**src/rtl/mmio_fifo_pkg.sv**
```systemverilog
// Register offsets, STATUS/CTRL bit positions and the STATUS packing helper
// shared by the MMIO FIFO bank and its bench.
package mmio_fifo_pkg;

  localparam logic [15:0] DATA_OFS   = 16'd0;
  localparam logic [15:0] STATUS_OFS = 16'd2;
  localparam logic [15:0] CTRL_OFS   = 16'd4;
  localparam logic [15:0] PEEK_OFS   = 16'd6;

  localparam int ST_COUNT_LSB = 0;
  localparam int ST_EMPTY_BIT = 16;
  localparam int ST_FULL_BIT  = 17;
  localparam int ST_OVF_BIT   = 18;
  localparam int ST_UNF_BIT   = 19;
  localparam int ST_DEPTH_LSB = 32;

  localparam int CTRL_FLUSH_BIT = 0;
  localparam int CTRL_CLEAR_BIT = 1;

  typedef enum logic [2:0] {
    REG_NONE,
    REG_DATA,
    REG_STATUS,
    REG_CTRL,
    REG_PEEK
  } reg_sel_e;

  function automatic logic [63:0] pack_status(
    input logic [15:0] count,
    input logic        empty,
    input logic        full,
    input logic        ovf,
    input logic        unf,
    input logic [15:0] depth
  );
    logic [63:0] s;
    s = '0;
    s[ST_COUNT_LSB +: 16] = count;
    s[ST_EMPTY_BIT]       = empty;
    s[ST_FULL_BIT]        = full;
    s[ST_OVF_BIT]         = ovf;
    s[ST_UNF_BIT]         = unf;
    s[ST_DEPTH_LSB +: 16] = depth;
    return s;
  endfunction

endpackage

```
**src/rtl/mmio_fifo_store.sv**
```systemverilog
// Circular buffer with push/pop/flush; head is a combinational read of the oldest entry.
// No backpressure: the caller must never push when full unless it pops in the same cycle.
module mmio_fifo_store
  import mmio_fifo_pkg::*;
#(
  parameter int DATA_W = 64,
  parameter int DEPTH  = 16
) (
  input  logic                       clk,
  input  logic                       rst_n,
  input  logic                       push,
  input  logic [DATA_W-1:0]          push_data,
  input  logic                       pop,
  input  logic                       flush,
  output logic [DATA_W-1:0]          head,
  output logic [$clog2(DEPTH):0]     count,
  output logic                       full,
  output logic                       empty
);

  localparam int AW = $clog2(DEPTH);
  localparam int CW = AW + 1;
  localparam logic [CW-1:0] FULL_CNT = CW'(DEPTH);

  logic [DATA_W-1:0] mem [DEPTH];
  logic [AW-1:0]     wr_ptr;
  logic [AW-1:0]     rd_ptr;

  // Power-of-two depth lets the pointers wrap by plain overflow.
  always_ff @(posedge clk or negedge rst_n) begin
    if (!rst_n) begin
      wr_ptr <= '0;
      rd_ptr <= '0;
      count  <= '0;
    end else if (flush) begin
      wr_ptr <= '0;
      rd_ptr <= '0;
      count  <= '0;
    end else begin
      if (push) wr_ptr <= wr_ptr + 1'b1;
      if (pop)  rd_ptr <= rd_ptr + 1'b1;
      case ({push, pop})
        2'b10:   count <= count + 1'b1;
        2'b01:   count <= count - 1'b1;
        default: count <= count;
      endcase
    end
  end

  always_ff @(posedge clk) begin
    if (push) mem[wr_ptr] <= push_data;
  end

  assign head  = mem[rd_ptr];
  assign full  = (count == FULL_CNT);
  assign empty = (count == '0);

endmodule

```
**src/rtl/mmio_fifo_bank.sv**
```systemverilog
// MMIO-mapped FIFO with DATA/STATUS/CTRL registers (+PEEK when MMIO_FIFO_PEEK_EN is defined).
// Read responses arrive exactly one cycle after the read; no backpressure, full/empty drop with sticky ovf/unf.
module mmio_fifo_bank
  import mmio_fifo_pkg::*;
#(
  parameter int          DATA_W    = 64,
  parameter int          DEPTH     = 16,
  parameter logic [15:0] BASE_ADDR = 16'h0020
) (
  input  logic        clk,
  input  logic        rst_n,
  input  logic        mmio_wr_valid,
  input  logic        mmio_rd_valid,
  input  logic [15:0] mmio_addr,
  input  logic [63:0] mmio_wr_data,
  input  logic [8:0]  mmio_tid,
  output logic        rsp_valid,
  output logic [8:0]  rsp_tid,
  output logic [63:0] rsp_data,
  output logic        full,
  output logic        empty
);

  localparam int          CW          = $clog2(DEPTH) + 1;
  localparam logic [15:0] DATA_ADDR   = BASE_ADDR + DATA_OFS;
  localparam logic [15:0] STATUS_ADDR = BASE_ADDR + STATUS_OFS;
  localparam logic [15:0] CTRL_ADDR   = BASE_ADDR + CTRL_OFS;
  localparam logic [15:0] PEEK_ADDR   = BASE_ADDR + PEEK_OFS;
  localparam logic [15:0] DEPTH16     = 16'(DEPTH);

  reg_sel_e          sel;
  logic [DATA_W-1:0] head;
  logic [CW-1:0]     count;
  logic [63:0]       head_ext;
  logic [63:0]       rd_value;
  logic              wr_data, rd_data, ctrl_wr;
  logic              push, pop, flush, clear;
  logic              rd_mapped;
  logic              ovf, unf;

  always_comb begin
    sel = REG_NONE;
    if (mmio_addr == DATA_ADDR)        sel = REG_DATA;
    else if (mmio_addr == STATUS_ADDR) sel = REG_STATUS;
    else if (mmio_addr == CTRL_ADDR)   sel = REG_CTRL;
`ifdef MMIO_FIFO_PEEK_EN
    else if (mmio_addr == PEEK_ADDR)   sel = REG_PEEK;
`endif
  end

  assign wr_data   = mmio_wr_valid && (sel == REG_DATA);
  assign rd_data   = mmio_rd_valid && (sel == REG_DATA);
  assign ctrl_wr   = mmio_wr_valid && (sel == REG_CTRL);
  assign rd_mapped = mmio_rd_valid && (sel != REG_NONE);

  // A pop frees the slot this cycle, so a push into a full FIFO still lands.
  assign pop   = rd_data && !empty;
  assign push  = wr_data && (!full || pop);
  assign flush = ctrl_wr && mmio_wr_data[CTRL_FLUSH_BIT];
  assign clear = ctrl_wr && mmio_wr_data[CTRL_CLEAR_BIT];

  mmio_fifo_store #(
    .DATA_W (DATA_W),
    .DEPTH  (DEPTH)
  ) u_store (
    .clk       (clk),
    .rst_n     (rst_n),
    .push      (push),
    .push_data (mmio_wr_data[DATA_W-1:0]),
    .pop       (pop),
    .flush     (flush),
    .head      (head),
    .count     (count),
    .full      (full),
    .empty     (empty)
  );

  always_comb begin
    head_ext = '0;
    head_ext[DATA_W-1:0] = head;
  end

  always_comb begin
    rd_value = '0;
    case (sel)
      REG_DATA, REG_PEEK: rd_value = empty ? 64'd0 : head_ext;
      REG_STATUS: rd_value = pack_status(16'(count), empty, full, ovf, unf, DEPTH16);
      default:    rd_value = '0;
    endcase
  end

  always_ff @(posedge clk or negedge rst_n) begin
    if (!rst_n) begin
      ovf <= 1'b0;
      unf <= 1'b0;
    end else begin
      if (clear) begin
        ovf <= 1'b0;
        unf <= 1'b0;
      end
      if (wr_data && full && !pop) ovf <= 1'b1;
      if (rd_data && empty)        unf <= 1'b1;
    end
  end

  always_ff @(posedge clk or negedge rst_n) begin
    if (!rst_n) begin
      rsp_valid <= 1'b0;
      rsp_tid   <= '0;
      rsp_data  <= '0;
    end else begin
      rsp_valid <= rd_mapped;
      if (rd_mapped) begin
        rsp_tid  <= mmio_tid;
        rsp_data <= rd_value;
      end
    end
  end

endmodule

```
**config.mk**
```make
export PLATFORM = sky130hd
export DESIGN_NAME = mmio_fifo_bank
export DESIGN_NICKNAME = d
export VERILOG_FILES = /design/src/rtl/mmio_fifo_pkg.sv /design/src/rtl/mmio_fifo_store.sv /design/src/rtl/mmio_fifo_bank.sv
export SDC_FILE = /design/constraint.sdc
export NUM_CORES = 1
export LEC_CHECK = 0
export ABC_AREA = 1
export BUFFER_PORTS_ARGS = -buffer_cell sky130_fd_sc_hd__buf_4
export CAP_MARGIN = 20
export CORE_MARGIN = 5
export CORE_UTILIZATION = 42
export DETAILED_ROUTE_END_ITERATION = 8
export SETUP_SLACK_MARGIN = 0.02
export SLEW_MARGIN = 5
export SYNTH_ARGS = -nofsm -noshare
export SYNTH_HDL_FRONTEND = slang
export SYNTH_HIERARCHICAL = 1
export SYNTH_SLANG_ARGS = --single-unit
```
**constraint.sdc**
```tcl
create_clock -name clk -period 4.88 [get_ports clk]
set_input_delay 0.732 -clock clk [delete_from_list [all_inputs] [get_ports clk]]
set_output_delay 0.732 -clock clk [all_outputs]
set_load 0.02 [all_outputs]
```
==> run summary <==
mapped cell area -> 44600 um^2
Syn Inst Count -> 3519
register area share after synthesis -> 0.740
Root Buffer Master -> clkbuf_16
RSZ-0062 raised after global routing -> no
core area -> 105000 um^2
Synth cell types -> 33
Leak -> 17.1 nW
Hold Buf Count CTS -> 0
setup bufs post-CTS -> 0
global-route wire length before repair -> 169000 um
DIE AREA -> 113000 um^2
Remaining DRCs -> 0
CP endpoint kind -> flip-flop
Routed WL per cell -> 21.8 um
crit-path max FO -> 12
fmax -> 303 MHz
YS warnings -> 6
clock latency on the worst-skew pair -> 680 ps
vias in the first global route -> 26829
Non-Filler Instances -> 5108
total wire length -> 111000 um
clock buffer count from CTS -> 111
Detailed Routing Iterations Pass 1 -> 5
die width -> 336 um
first-iteration detailed-routing DRC count -> 2370
Final Cycle Share -> 0.677
fin crit period -> 3300 ps
Placer Congestion -> 0.780
Reg clk slew, reported paths -> 60 ps
grt ovf -> 0
Fin Clk Skew -> 20.9 ps
post-route ant nets -> 0
Slew headroom -> 0.230
max-cap violations -> 0
dpl hpwl -> 59000 um
Ports -> 169
VDD IR max -> 0.253 mV
pin count of the biggest net entering global routing -> 227
DP Cell Count -> 4898
Die Y -> 336 um
Area after DPL -> 47000 um^2
Filler cells -> 9286
CTS Sinks -> 1113
critical path class -> flip-flop to flip-flop
port bufs -> 168
flops & latches, synth -> 1113
cell row count -> 119
layout cells sized above 1 -> 0.107
CP Launch Type -> flip-flop
Tot GR Track Use -> 0.194
number of nets in the layout -> 3721
power density cells -> 371 nW/um^2
Layout area overhead -> 13.1%
synthesized area per cell -> 12.7 um^2
count of final setup violators -> 0
Vias -> 27900
final instance area -> 50400 um^2
Hold Path Class -> primary input to async pin
Final Hold Viols -> 0
initial core utilization -> 0.423
CTS tree -> done
Pins Over Slew Limit -> 0
clk buf depth -> 3
H-tree Lvls -> 3
cts repair resizes -> 0
Via density -> 5.46
WP data required -> 5440 ps
worst path arrival time -> 3860 ps
status -> completed
initial antenna violation count -> 4
Worst Tran Pin Value -> 1150 ps
syn_nets -> 3619
worst hold slack -> 21.4 ps
-- final timing paths --
| check | start | to | slack, ps | depth (start not counted) |
|---|---|---|---|---|
| min in group clk | mmio_tid[6] | rsp_tid[6] | 310 | 3 |
| setup reg to reg | u_store/count[0] | u_store/count[4] | 1580 | 20 |
| setup / recovery | u_store/count[0] | u_store/count[4] | 1580 | 20 |
| max in group asynchronous | rst_n | rsp_data[49] | 3880 | 2 |
| hold reg to reg | rsp_data[18] | rsp_data[18] | 470 | 2 |
| hold / removal | rst_n | rsp_data[5] | 20 | 1 |
-- per-layer routing --
metal,GRT usage,up-vias,share of wire
met5,0,-,0.00011
met4,0.0469,2,0.018
met3,0.0389,127,0.073
met2,0.306,881,0.46
met1,0.279,13912,0.45
li1,-,12978,-
-- final cells by class --
class | count | area [um^2] | share of cell area
flip-flops and latches | 1113 | 33000 | 0.654
multi-input cells | 2129 | 10200 | 0.202
clock buffers | 165 | 3070 | 0.0609
repair buffers | 230 | 1910 | 0.0379
well taps | 1391 | 1740 | 0.0345
clock inverters | 41 | 354 | 0.00702
inverters | 36 | 169 | 0.00335
diodes | 3 | 7.51 | 0.000149
-- per-stage QoR --
| stage | setup TNS, ps | total power [mW] | utilization | worst slack (ps) |
|---|---|---|---|---|
| 2_1_floorplan | -145090 | 10.6 | - | -157 |
| 3_3_place_gp | 0 | 10.8 | 0.446 | 1350 |
| 3_5_place_dp | 0 | 10.8 | 0.446 | 1300 |
| 4_1_cts | 0 | 18.9 | 0.478 | 1660 |
| 5_1_grt | 0 | 19.3 | 0.478 | 1300 |
| 6_report | 0 | 18.7 | 0.478 | 1580 |
-- report_power, final --
group / total [mW] / internal (mW) / switching (mW) / leakage (nW)
logic: 0.230 / 0.0561 / 0.174 / 5.10
registers: 10.4 / 10.4 / 0.000613 / 10.4
clock network: 8.09 / 4.65 / 3.44 / 1.66
-- worst max-delay path, stage by stage (launching register included) --
cell and delay, ps:
dfrtp_1 460, nor2_1 150, nand3_1 90, nor2_1 470, inv_1 330, nand4_1 200, a21oi_1 90, buf_4 190
inv_1 170, nand2_1 160, nand2_1 140, nand2_1 60, inv_1 70, ha_1 140, inv_1 40, nand2_1 90
nand4_1 120, nand2_1 80, nand2_1 40, nand3_1 70, nand2_1 50
-- cell usage after synthesis --
cell / count / area, um^2
ha_1: 7 / 87.6
o211ai_1: 257 / 1930
buf_6: 38 / 428
inv_2: 1 / 3.75
nor3_1: 4 / 20.0
nor2_4: 1 / 11.3
buf_2: 83 / 415
a211oi_1: 2 / 15.0
o21ai_0: 370 / 1850
a21oi_1: 8 / 40.0
clkbuf_2: 30 / 150
o22ai_1: 1 / 6.26
clkinv_1: 1 / 3.75
o21ai_1: 152 / 761
nand2_2: 1 / 6.26
buf_1: 10 / 37.5
buf_8: 1 / 15.0
nand3_1: 225 / 1130
buf_4: 12 / 90.1
nand2_1: 273 / 1020
nand2_4: 1 / 11.3
nor2_2: 4 / 25.0
nand3_2: 1 / 10.0
dfrtp_1: 89 / 2230
inv_6: 1 / 8.76
nand4_1: 3 / 18.8
edfxtp_1: 1024 / 30700
nand3b_1: 10 / 75.1
clkbuf_1: 67 / 251
inv_1: 33 / 124
nor2_1: 806 / 3030
o21bai_1: 1 / 7.51
xor2_1: 2 / 17.5
-- sequential cells by signal (all words and copies together), names as in the netlist --
name            count
unf                 1
rsp_tid             9
rsp_valid           1
u_store/count       5
ovf                 1
u_store/wr_ptr      4
u_store/rd_ptr      4
u_store/mem      1024
rsp_data           64
-- kinds of logic (layout without fill, tap and decap cells) --
| logic type | after synthesis | after routing | share of synthesized area |
|---|---|---|---|
| AO/OA/AOI/OAI | 791 | 791 | 0.103 |
| XOR/XNOR | 2 | 2 | 0.000393 |
| adder cells (fa/ha/maj) | 7 | 7 | 0.00196 |
| buffers and inverters | 277 | 472 | 0.0343 |
| flip-flops | 1113 | 1113 | 0.740 |
| other | 0 | 3 | 0 |
| AND/OR/NAND/NOR | 1329 | 1329 | 0.120 |
-- cell usage in the layout, fill, tap and decap left out, drive strengths merged --
cell and instances:
bufinv 6, nand2 275, a21oi 8, nand4 3
clkinvlp 1, a211oi 2, o211ai 257, buf 230
xor2 2, dfrtp 89, nor3 4, o22ai 1
o21ai 522, diode 3, o21bai 1, nor2 811
nand3b 10, edfxtp 1024, clkbuf 165, ha 7
clkinv 30, inv 40, nand3 226
(Power assumes the default switching activity.)
